--- src/rtl/digit_seek_driver.sv ---
// Seek driver for a decade counter: plans the shortest step sequence to a target digit
// and issues one command per cycle. Define DOUBLE_STEP_EN to enable +2 forward steps.
module digit_seek_driver (
  input  logic       Clock,
  input  logic       Reset,
  input  logic       Start,
  input  logic [3:0] Target,
  output logic       w1,
  output logic       w0,
  output logic [3:0] Tracked,
  output logic       Busy,
  output logic       Done,
  output logic       Error
);

`ifdef DOUBLE_STEP_EN
  localparam logic [3:0] BACK_MIN = 4'd7;
  localparam logic       FWD2     = 1'b1;
`else
  localparam logic [3:0] BACK_MIN = 4'd6;
  localparam logic       FWD2     = 1'b0;
`endif

  typedef enum logic [1:0] {IDLE, PLAN, STEP, DONE} state_t;

  state_t     state, state_nxt;
  logic [3:0] tgt, rem, rem_nxt, trk_nxt, d, size;
  logic [4:0] diff;
  logic       back, back_nxt;
  logic [1:0] cmd, cmd_nxt;
  logic       busy_nxt, done_nxt, err_nxt, accept;

  assign cmd    = {w1, w0};
  assign accept = (state == IDLE) && Start && (Target <= 4'd9);

  // Distance forward from Tracked to the latched target, mod 10
  always_comb begin
    diff = {1'b0, tgt} - {1'b0, Tracked};
    d    = diff[4] ? 4'(diff + 5'd10) : diff[3:0];
  end

  always_comb begin
    case (cmd)
      2'b01:   size = 4'd1;
      2'b10:   size = 4'd2;
      2'b11:   size = 4'd1;
      default: size = 4'd0;
    endcase
  end

  // State and datapath registers
  always_ff @(posedge Clock) begin
    if (!Reset) begin
      state   <= IDLE;
      tgt     <= 4'd0;
      rem     <= 4'd0;
      back    <= 1'b0;
      w1      <= 1'b0;
      w0      <= 1'b0;
      Tracked <= 4'd0;
      Busy    <= 1'b0;
      Done    <= 1'b0;
      Error   <= 1'b0;
    end else begin
      state   <= state_nxt;
      rem     <= rem_nxt;
      back    <= back_nxt;
      w1      <= cmd_nxt[1];
      w0      <= cmd_nxt[0];
      Tracked <= trk_nxt;
      Busy    <= busy_nxt;
      Done    <= done_nxt;
      Error   <= err_nxt;
      if (accept) tgt <= Target;
    end
  end

  // Next-state logic
  always_comb begin
    state_nxt = state;
    rem_nxt   = rem;
    back_nxt  = back;
    case (state)
      IDLE: if (accept) state_nxt = PLAN;
      PLAN: begin
        if (d == 4'd0) state_nxt = DONE;
        else begin
          back_nxt  = (d >= BACK_MIN);
          rem_nxt   = back_nxt ? 4'd10 - d : d;
          state_nxt = STEP;
        end
      end
      STEP: begin
        rem_nxt = rem - size;
        if (rem_nxt == 4'd0) state_nxt = DONE;
      end
      DONE:    state_nxt = IDLE;
      default: state_nxt = IDLE;
    endcase
  end

  // Next values of the registered outputs; the command is chosen one edge ahead
  always_comb begin
    cmd_nxt = 2'b00;
    if (state_nxt == STEP) begin
      if (back_nxt)                         cmd_nxt = 2'b11;
      else if (FWD2 && rem_nxt >= 4'd2)     cmd_nxt = 2'b10;
      else                                  cmd_nxt = 2'b01;
    end
    trk_nxt = Tracked;
    if (state == STEP) begin
      case (cmd)
        2'b01:   trk_nxt = (Tracked == 4'd9) ? 4'd0 : Tracked + 4'd1;
        2'b10:   trk_nxt = (Tracked >= 4'd8) ? Tracked - 4'd8 : Tracked + 4'd2;
        2'b11:   trk_nxt = (Tracked == 4'd0) ? 4'd9 : Tracked - 4'd1;
        default: trk_nxt = Tracked;
      endcase
    end
    busy_nxt = (state_nxt == PLAN) || (state_nxt == STEP);
    done_nxt = (state_nxt == DONE);
    err_nxt  = (state == IDLE) && Start && (Target > 4'd9);
  end

endmodule

--- config.mk ---
export PLATFORM = sky130hd
export DESIGN_NAME = digit_seek_driver
export DESIGN_NICKNAME = d
export VERILOG_FILES = /design/src/rtl/digit_seek_driver.sv
export SDC_FILE = /design/constraint.sdc
export NUM_CORES = 1
export LEC_CHECK = 0
export ABC_AREA = 1
export BUFFER_PORTS_ARGS = -buffer_cell sky130_fd_sc_hd__buf_2
export CELL_PAD_IN_SITES_DETAIL_PLACEMENT = 0
export CELL_PAD_IN_SITES_GLOBAL_PLACEMENT = 1
export CORE_AREA = 3 3 68 70
export DETAILED_ROUTE_END_ITERATION = 10
export DIE_AREA = 0 0 71 73
export MAX_ROUTING_LAYER = met4
export PLACE_DENSITY_LB_ADDON = 0.05
export SYNTH_ARGS = -nofsm -noshare
export SYNTH_HDL_FRONTEND = slang
export SYNTH_SLANG_ARGS = --single-unit
--- constraint.sdc ---
create_clock -name Clock -period 2.42 [get_ports Clock]
set_input_delay 0.484 -clock Clock [delete_from_list [all_inputs] [get_ports Clock]]
set_output_delay 0.484 -clock Clock [all_outputs]
set_load 0.02 [all_outputs]
==> metrics, run 1 <==
Synth Cell Area=0.00156 sq mm; Hold WC Path Type=in -> reg; Syn Inst Count=216; Hold EP=tgt[2]$_SDFFE_PN0P_; Mean Syn Cell Area=7.20 sq um; Longest Clk Path Bufs=2; DP Area=0.00178 sq mm; CP delay by family, top=adder cells; total number of vias=1441; P&R area growth vs syn=25.7%; CP Cell Sequence=inv_2 > ha_4 > inv_2 > fa_2 > inv_2 > nand3_2 > nand2_2 > inv_2 > ha_4 > inv_2 > nor2_4 > nand3_2 > nand2_2 > nand2_2 > inv_2 > ha_4 > nand2_2 > inv_2; H-tree depth=1; f_max=0.430 GHz; largest net degree at the start of global routing=13; Slew @ Worst Pin=0.465 ns; Final WS setup=0.0958 ns; grt met1 use=18.7%; hold_ws=0.473 ns; vias per std cell=4.84; R2R Setup Slk=0.1 ns; core footprint=0.00403 sq mm; initial antenna violation count=0; post-cts hold buffer count=0; critical path peak fanout=3; Detail Route Antenna Nets=0; Post-Syn Nets=243; CTS tree=done; critical path data arrival time=2.50 ns; Inserted Diodes=0; outcome=complete, no violations; Synth cell types=29; drt total wl=3.73 mm; DRC viols=0; die area=0.00518 sq mm; worst reg2reg path depth=18; CP Data Required Time=2.60 ns; final setup skew=0.00255 ns; total CTS buffers=3; DR WL/cell=12.5 microns; Die X=71 microns; classification of the worst setup path=reg -> reg; Cell Pwr Density=1150 mW/mm^2; maximum VDD drop=0.000511 V; Static Leakage=0.958 nW; Ys Warns=0; layout cells sized above 1=35.1%; min-delay src=Target[2]; Site Rows=23; grt met3 use=3.17%; Startpoint Class=register; final-report hold violation count=0; clk_lat worst skew=0.27 ns; register area share after synthesis=25.7%; grt met2 use=25.2%; layout net count=276; Root Driver=clkbuf_8; starting density of the core=38.6%; RSZ-0062 raised after global routing=yes; Starting DRT DRC Count=32; first-pass GRT wire length=6.11 mm; CP endpoint kind=register; clk sinks=20; Reg-to-Reg Start=tgt[0]$_SDFFE_PN0P_; Die Y=73 microns; Total GRT Usage=15.3%; max-slew violations=0; Critical R2R Capture=Busy$_SDFF_PN0_; gr busiest metal=met2; drt pass-1 iters=4; IO Pins=16; minimum clock period=2.32 ns; cell repeated most along the worst path=inv_2; Crit-path slowest cell=fa_2; maxcap violations=0; clock transition at the registers of the reported paths=0.08 ns; final core utilization=48.5%; Worst slew margin=68.7%; DP HPWL=3.04 mm; Yosys reg bits=20; post-place setup slack=-0.0524 ns; vias in the first global route=1367; crit share post-route=96.0%; Final Cell Area=0.00195 sq mm; Largest stage delay, worst path=0.59 ns; Setup violations, final=0; CP Buf/Inv Count=7; Port Buffers=15; grt total ovfl=0; Cells on Worst Hold Path=3; GP Congestion=0.811
[synthesized netlist by cell type (all sizes together)]
cell / n / share of area [%]
or2: 3 / 1.2
nand4: 2 / 0.80
o21ai: 16 / 5.1
nor3: 1 / 0.32
a41oi: 1 / 0.56
xor2: 4 / 2.7
nand2: 50 / 15
nor2: 25 / 6.5
a21oi: 13 / 4.9
fa: 2 / 2.6
o31ai: 2 / 0.97
o211ai: 2 / 0.97
a22oi: 1 / 0.48
a211oi: 1 / 0.48
ha: 18 / 14
inv: 34 / 8.2
clkbuf: 2 / 0.48
dfxtp: 20 / 26
nand3: 18 / 8.0
clkinv: 1 / 0.24
[power by group]
| group | switching, mW | total [mW] | internal (mW) |
|---|---|---|---|
| Clock | 0.124 | 0.304 | 0.180 |
| Sequential | 0.0530 | 0.464 | 0.411 |
| Combinational | 0.885 | 1.49 | 0.602 |
[placed cells by master, fill, tap and decap left out, types with 2 or more instances in the layout]
master and n:
a21oi_1 10, a21oi_2 3, buf_2 15, buf_4 15
clkbuf_8 3, dfxtp_1 15, dfxtp_2 4, ha_1 14
ha_4 4, inv_1 25, inv_2 9, nand2_1 35
nand2_2 11, nand2_4 4, nand3_1 8, nand3_2 10
nand4_1 2, nor2_1 23, o211ai_1 2, o21ai_0 11
o21ai_1 5, o31ai_1 2, or2_2 2, xor2_1 3
[cells by family after synthesis]
family | after synthesis | synth area share (%)
fa+ha+maj | 20 | 17.1
xor+xnor | 4 | 2.74
flops | 20 | 25.7
buf+inv | 37 | 8.93
compound gates | 36 | 13.5
simple gates | 99 | 32.0
[metal layers]
layer | routed length [microns] | part of all wire (%)
met5 | 0 | 0
met4 | 70 | 1.9
met3 | 129 | 3.5
met2 | 1790 | 48
met1 | 1740 | 47
[sequential cells by signal, summed over array words and instances (netlist names)]
name,cells
Busy,1
Done,1
Error,1
Tracked,4
back,1
rem,4
state,2
tgt,4
w0,1
w1,1
[worst max-delay path by stage]
stage	from	endpoint	slack [ns]	depth (start not counted)
6_report	tgt[0]$_SDFFE_PN0P_	Busy$_SDFF_PN0_	0.1	18
5_1_grt	tgt[0]$_SDFFE_PN0P_	Busy$_SDFF_PN0_	-0.004	18
4_1_cts	tgt[0]$_SDFFE_PN0P_	Busy$_SDFF_PN0_	0.007	16
3_5_place_dp	tgt[0]$_SDFFE_PN0P_	Busy$_SDFF_PN0_	-0.05	18
3_3_place_gp	tgt[0]$_SDFFE_PN0P_	Busy$_SDFF_PN0_	0.01	16
2_1_floorplan	Tracked[1]$_SDFFE_PN0P_	Busy$_SDFF_PN0_	0.001	14
[layout make-up]
| class | count | area (sq um) |
|---|---|---|
| multi-input combinational | 159 | 1100 |
| sequential | 20 | 409 |
| fill | 420 | 2070 |
| timing repair buffer | 30 | 188 |
| clock buffer | 4 | 66.3 |
| tap | 50 | 62.6 |
| inverter | 35 | 133 |
[worst reg2reg max path: cells and delay by family, from the launching register on]
family                     cells  cell delay (ns)
and+or+nand+nor                7             0.52
buffers and inverters          7             0.38
DFF                            1             0.32
adders and majority gates      4             1.03
[metrics by stage]
stage                     cells  power [mW]  TNS (ns)
after floorplan             216        1.47         0
after global placement      290        1.77         0
after detailed placement    290        1.79   -0.0524
after CTS                   298        2.20         0
after global routing        298        2.45  -0.00410
final                       298        2.26         0
[what timing repair did]
action,4_1_cts,5_1_grt
gates resized for setup,15,10
setup buffers,4,0
setup endpoints to repair,1,4
pin swaps,11,7
(Power assumes the default switching activity.)
==> inputs of run 2 (changes only) <==
==> constraint.sdc (replaced) <==
create_clock -name Clock -period 2 [get_ports Clock]
set_input_delay 0.4 -clock Clock [delete_from_list [all_inputs] [get_ports Clock]]
set_output_delay 0.4 -clock Clock [all_outputs]
set_load 0.02 [all_outputs]
==> run 2 against run 1 <==
  * The flow now finishes with violations (setup timing)
  * Sequential share of layout area decreased by 2.6 points
  * Setup slack got worse by 0.39 ns
  * Flip-flop and latch count unchanged
  * Critical path depth unchanged
  * Count of clock-buffer cells in the layout unchanged
  * Worst hold slack got worse by 0.066 ns
  * Sequential power increased by 20%
  * Clock skew increased by 0.0032 ns
  * Largest cell class unchanged
  * Largest power group unchanged
  * Highest routed layer unchanged
==> metrics, run 2 (synthesis results as in run 1) <==
outcome=finished, violations left (was complete, no violations); failing checks=setup timing; Hold WC Path Type=in -> reg (unchanged); switching share of power=46.9% (was 47.1%); DP Area=0.00193 sq mm (was 0.00178 sq mm); Cells after DPL=308 (was 290); final setup skew=0.00575 ns (was 0.00255 ns); Cells on Worst Hold Path=3 (unchanged); Critical R2R Capture=Busy$_SDFF_PN0_ (unchanged); Slew @ Worst Pin=0.309 ns (was 0.465 ns); Inserted Diodes=0 (unchanged); GP Congestion=0.849 (was 0.811); Longest Clk Path Bufs=2 (unchanged); final-report hold violation count=0 (unchanged); FILL cells=373 (was 420); DP HPWL=3.18 mm (was 3.04 mm); crit share post-route=115% (was 96.0%); total CTS buffers=3 (unchanged); P&R area growth vs syn=43.7% (was 25.7%); combinational share of power=73.9% (was 66.0%); Hold EP=Error$_SDFF_PN0_ (was tgt[2]$_SDFFE_PN0P_); drt total wl=4.08 mm (was 3.73 mm); Setup violations, final=10 (was 0); minimum clock period=2.29 ns (was 2.32 ns); IO Pins=16 (unchanged); largest net degree at the start of global routing=13 (unchanged); Final WS setup=-0.293 ns (was 0.0958 ns); f_max=0.436 GHz (was 0.430 GHz); final core utilization=55.5% (was 48.5%); Worst slew margin=79.4% (was 68.7%); Post-Layout Cell Count=323 (was 298); Power Total=3.20 mW (was 2.26 mW); most frequent cells in the layout=35 x buf_4, 33 x nand2_1, 22 x inv_1 (was 35 x nand2_1, 25 x inv_1, 23 x nor2_1); CP Data Required Time=2.17 ns (was 2.60 ns); drt pass-1 iters=4 (unchanged); Detail Route Antenna Nets=0 (unchanged); max-slew violations=0 (unchanged); area of the multi-input gates=0.00119 sq mm (was 0.00110 sq mm); Reg-to-Reg Start=tgt[0]$_SDFFE_PN0P_ (unchanged); total number of vias=1535 (was 1441); DRC viols=0 (unchanged); vias per std cell=4.75 (was 4.84); CP delay by family, top=simple AND/OR/NAND/NOR gates (was adder cells); Starting DRT DRC Count=61 (was 32); sequential share of power=17.4% (was 20.6%); Psw=1.50 mW (was 1.06 mW); Die Y=73 microns (unchanged); DR WL/cell=12.6 microns (was 12.5 microns); layout cells sized above 1=45.1% (was 35.1%); CP Buf/Inv Count=6 (was 7); worst reg2reg path depth=18 (unchanged); classification of the worst setup path=reg -> reg (unchanged); Cell Int Power=1.70 mW (was 1.19 mW); top flop regs=Tracked (4), rem (4), tgt (4) (unchanged); Die X=71 microns (unchanged); Root Driver=clkbuf_8 (unchanged); grt total ovfl=0 (unchanged); maximum VDD drop=0.000663 V (was 0.000511 V); Static Leakage=1.10 nW (was 0.958 nW); post-cts hold buffer count=0 (unchanged); Final Cell Area=0.00223 sq mm (was 0.00195 sq mm); die area=0.00518 sq mm (unchanged); clock transition at the registers of the reported paths=0.08 ns (about the same); CP endpoint kind=register (unchanged); min-delay src=Start (was Target[2]); Site Rows=23 (unchanged); initial antenna violation count=0 (unchanged); clk_lat worst skew=0.26 ns (was 0.27 ns); critical path data arrival time=2.46 ns (was 2.50 ns); clk sinks=20 (unchanged); RSZ-0062 raised after global routing=yes (unchanged); Cell Pwr Density=1430 mW/mm^2 (was 1150 mW/mm^2); Startpoint Class=register (unchanged); R2R Setup Slk=-0.29 ns (was 0.1 ns); layout net count=301 (was 276); maxcap violations=0 (unchanged); H-tree depth=1 (unchanged); Crit-path slowest cell=fa_2 (unchanged); starting density of the core=38.6% (unchanged); Total GRT Usage=16.4% (was 15.3%); CTS tree=done (unchanged); register area=409 sq um (unchanged); Clk pwr share=8.7% (was 13.5%); vias in the first global route=1551 (was 1367); CP Cell Sequence=inv_2 > ha_4 > inv_2 > fa_2 > buf_6 > nand3_2 > buf_6 > nand2_1 > nand2_2 > nand2_4 > nor2_4 > nand3_2 > nand2_2 > nand2_2 > inv_2 > ha_4 > nand2_2 > inv_2 (was inv_2 > ha_4 > inv_2 > fa_2 > inv_2 > nand3_2 > nand2_2 > inv_2 > ha_4 > inv_2 > nor2_4 > nand3_2 > nand2_2 > nand2_2 > inv_2 > ha_4 > nand2_2 > inv_2); critical path peak fanout=3 (unchanged); core footprint=0.00403 sq mm (unchanged); first-pass GRT wire length=6.65 mm (was 6.11 mm); Port Buffers=15 (unchanged); commonest non-fill, non-tap cell in the layout=buf_4 (was nand2_1); hold_ws=0.408 ns (was 0.473 ns); Largest stage delay, worst path=0.39 ns (was 0.59 ns)
[run 2: worst max path at each step]
stage | slack [ns] | cells after the start | startpoint | to
2_1_floorplan | -0.38 | 15 | Tracked[0]$_SDFFE_PN0P_ | Busy$_SDFF_PN0_
3_3_place_gp | -0.44 | 18 | tgt[0]$_SDFFE_PN0P_ | Busy$_SDFF_PN0_
3_5_place_dp | -0.50 | 18 | tgt[0]$_SDFFE_PN0P_ | Busy$_SDFF_PN0_
4_1_cts | -0.30 | 16 | tgt[0]$_SDFFE_PN0P_ | Busy$_SDFF_PN0_
5_1_grt | -0.45 | 18 | tgt[0]$_SDFFE_PN0P_ | Busy$_SDFF_PN0_
6_report | -0.29 | 18 | tgt[0]$_SDFFE_PN0P_ | Busy$_SDFF_PN0_
[run 2: what timing repair did]
item | CTS | global route
gates resized for setup | 21 | 26
buffers inserted | 9 | 2
cloned | 0 | 0
pin swaps | 15 | 7
endpoints found under the setup margin | 10 | 10
hold endpoints to repair | 0 | 0
[run 2: stage by stage]
step / setup TNS [ns] / setup WS, ns
6_report: -2.39 / -0.293
5_1_grt: -3.77 / -0.448
4_1_cts: -2.45 / -0.305
3_5_place_dp: -3.76 / -0.499
3_3_place_gp: -3.08 / -0.437
2_1_floorplan: -1.74 / -0.376
[run 2: area by class of cell]
type	instances	area share, %
Inverter	35	6.16
Multi-Input combinational cell	159	53.1
Clock buffer	4	2.02
Sequential cell	20	18.3
Timing Repair Buffer	55	17.6
Tap cell	50	2.80
[run 2: worst reg2reg max path, cell delays in order (launching register included)]
cell and delay (ns):
dfxtp_2 0.33, inv_2 0.07, ha_4 0.12, inv_2 0.03, fa_2 0.39, buf_6 0.14
nand3_2 0.07, buf_6 0.13, nand2_1 0.08, nand2_2 0.10, nand2_4 0.06, nor2_4 0.12
nand3_2 0.08, nand2_2 0.07, nand2_2 0.06, inv_2 0.06, ha_4 0.19, nand2_2 0.06
inv_2 0.03
[run 2: routing by layer]
layer | part of all wire, % | GRT usage [%]
met1 | 41 | 18.3
met2 | 56 | 31.2
met3 | 1.3 | 1.65
met4 | 0.86 | 3.76
met5 | 0 | -
[run 2: power groups by stage]
stage | registers (mW) | clock network [mW] | logic [mW]
final | 0.558 | 0.277 | 2.37
after global routing | 0.568 | 0.303 | 2.61
after CTS | 0.555 | 0.284 | 2.08
after detailed placement | 0.561 | 0 | 1.77
after global placement | 0.557 | 0 | 1.74
after floorplan | 0.604 | 0 | 1.20
==> inputs of run 3 (changes only) <==
--- a/config.mk
+++ b/config.mk
@@ -13,7 +13,7 @@
 export DETAILED_ROUTE_END_ITERATION = 10
 export DIE_AREA = 0 0 71 73
 export MAX_ROUTING_LAYER = met4
-export PLACE_DENSITY_LB_ADDON = 0.05
+export PLACE_DENSITY = 0.83
 export SYNTH_ARGS = -nofsm -noshare
 export SYNTH_HDL_FRONTEND = slang
 export SYNTH_SLANG_ARGS = --single-unit
==> run 3 against run 2 <==
  * The run still ends with setup timing left
  * Total power fell by 0.78%
  * Global-route usage rose by 0.27 points
  * First-iteration DRC count rose by 4.9%
  * Count of clock-buffer cells in the layout did not move
  * Critical path depth fell by 1
  * Critical path type unchanged
  * Largest cell class unchanged
  * Highest routed layer unchanged
==> metrics, run 3 (synthesis results as in run 1) <==
Total GRT Usage=16.6% (was 16.4%); layout cells sized above 1=42.6% (was 45.1%); Startpoint Class=register (unchanged); Critical R2R Capture=Busy$_SDFF_PN0_ (unchanged); final setup skew=0.00713 ns (was 0.00575 ns); commonest non-fill, non-tap cell in the layout=nand2_1 (was buf_4); Inserted Diodes=0 (unchanged); CP Data Required Time=2.17 ns (about the same); Largest stage delay, worst path=0.59 ns (was 0.39 ns); critical path data arrival time=2.51 ns (was 2.46 ns); Site Rows=23 (unchanged); Setup violations, final=10 (unchanged); top flop regs=Tracked (4), rem (4), tgt (4) (unchanged); classification of the worst setup path=reg -> reg (unchanged); drt total wl=3.84 mm (was 4.08 mm); P&R area growth vs syn=41.5% (was 43.7%); first-pass GRT wire length=6.71 mm (was 6.65 mm); Slew @ Worst Pin=0.482 ns (was 0.309 ns); core footprint=0.00403 sq mm (unchanged); outcome=finished, violations left (unchanged); DP Area=0.00194 sq mm (was 0.00193 sq mm); clock transition at the registers of the reported paths=0.08 ns (about the same); total CTS buffers=3 (unchanged); CP Buf/Inv Count=6 (unchanged); RSZ-0062 raised after global routing=yes (unchanged); f_max=0.428 GHz (was 0.436 GHz); Power Total=3.18 mW (was 3.20 mW); H-tree depth=1 (unchanged); drt pass-1 iters=4 (unchanged); critical path peak fanout=3 (unchanged); vias in the first global route=1543 (was 1551); Worst slew margin=67.6% (was 79.4%); Die X=71 microns (unchanged); clk_lat worst skew=0.27 ns (was 0.26 ns); clk sinks=20 (unchanged); minimum clock period=2.33 ns (was 2.29 ns); final-report hold violation count=0 (unchanged); IO Pins=16 (unchanged); cell repeated most along the worst path=inv_2; Longest Clk Path Bufs=2 (unchanged); DRC viols=0 (unchanged); starting density of the core=38.6% (unchanged); crit share post-route=117% (was 115%); Reg-to-Reg Start=tgt[0]$_SDFFE_PN0P_ (unchanged); CP delay by family, top=adder cells (was simple AND/OR/NAND/NOR gates); Static Leakage=1.09 nW (was 1.10 nW); Hold WC Path Type=in -> reg (unchanged); Cells on Worst Hold Path=3 (unchanged); failing checks=setup timing (unchanged); DR WL/cell=12.0 microns (was 12.6 microns); CP Cell Sequence=inv_2 > ha_4 > inv_2 > fa_2 > nand3_2 > nand2_2 > inv_2 > ha_4 > inv_2 > nor2_4 > nand3_2 > nand2_1 > nand2_1 > inv_1 > ha_1 > nand2_1 > inv_1 (was inv_2 > ha_4 > inv_2 > fa_2 > buf_6 > nand3_2 > buf_6 > nand2_1 > nand2_2 > nand2_4 > nor2_4 > nand3_2 > nand2_2 > nand2_2 > inv_2 > ha_4 > nand2_2 > inv_2); hold_ws=0.383 ns (was 0.408 ns); vias per std cell=4.84 (was 4.75); maximum VDD drop=0.000839 V (was 0.000663 V); CTS tree=done (unchanged); largest net degree at the start of global routing=13 (unchanged); Root Driver=clkbuf_8 (unchanged); Starting DRT DRC Count=64 (was 61); Final WS setup=-0.335 ns (was -0.293 ns); Crit-path slowest cell=fa_2 (unchanged); die area=0.00518 sq mm (unchanged); layout net count=298 (was 301); total number of vias=1550 (was 1535); grt total ovfl=0 (unchanged); R2R Setup Slk=-0.33 ns (was -0.29 ns); Detail Route Antenna Nets=0 (unchanged); Port Buffers=15 (unchanged); most frequent cells in the layout=36 x nand2_1, 33 x buf_4, 25 x inv_1 (was 35 x buf_4, 33 x nand2_1, 22 x inv_1); CP endpoint kind=register (unchanged); Hold EP=tgt[1]$_SDFFE_PN0P_ (was Error$_SDFF_PN0_); GP Congestion=0.851 (was 0.849); max-slew violations=0 (unchanged); Cell Pwr Density=1440 mW/mm^2 (was 1430 mW/mm^2); maxcap violations=0 (unchanged); Final Cell Area=0.00220 sq mm (was 0.00223 sq mm); initial antenna violation count=0 (unchanged); worst reg2reg path depth=17 (was 18); min-delay src=Target[1] (was Start); Die Y=73 microns (unchanged); DP HPWL=2.90 mm (was 3.18 mm)
## run 3: per-layer routing
metal	wire length, microns	global-route usage (%)
met5	0	-
met3	118	2.48
met4	41	3.76
met2	1920	29.8
met1	1760	19.7
## run 3: how the worst max path moves through the flow
stage                     depth (start not counted)                     from               to  slack [ns]
after floorplan                                  15  Tracked[0]$_SDFFE_PN0P_  Busy$_SDFF_PN0_       -0.38
after global placement                           17      tgt[0]$_SDFFE_PN0P_  Busy$_SDFF_PN0_       -0.37
after detailed placement                         17      tgt[0]$_SDFFE_PN0P_  Busy$_SDFF_PN0_       -0.42
after CTS                                        16      tgt[0]$_SDFFE_PN0P_  Busy$_SDFF_PN0_       -0.30
after global routing                             18      tgt[0]$_SDFFE_PN0P_  Busy$_SDFF_PN0_       -0.48
final                                            17      tgt[0]$_SDFFE_PN0P_  Busy$_SDFF_PN0_       -0.33
## run 3: stage by stage
step	cells	setup TNS [ns]	utilization, %	setup WS (ns)
floorplan	216	-1.74	-	-0.376
global placement	309	-3.03	48.2	-0.372
detailed placement	309	-3.31	48.2	-0.416
CTS	319	-2.15	53.8	-0.303
global route	320	-3.83	54.6	-0.484
finish	320	-2.55	54.6	-0.335
## run 3: tightest hold or removal path, cell delays in order
cell and delay (ns):
buf_2 0.10, nand2_1 0.05, a21oi_1 0.05
## run 3: layout make-up
type / count / area [sq um]
fill: 396 / 1830
inverter: 35 / 135
clock buffer: 4 / 45.0
multi-input combinational: 159 / 1180
timing repair buffer: 52 / 368
tap: 50 / 62.6
sequential: 20 / 409
## run 3: report_power, final
part           total [mW]  internal [mW]  switching (mW)
sequential          0.558          0.498          0.0600
clock               0.287          0.142           0.145
combinational        2.33           1.07            1.27
total                3.18           1.71            1.47
## run 3: repair_timing
item / in CTS / in global routing
hold buffers: 0 / 0
resized for setup: 33 / 7
cloned: 0 / 0
pin swaps: 23 / 13
setup buffers: 6 / 1
setup endpoints to repair: 10 / 10
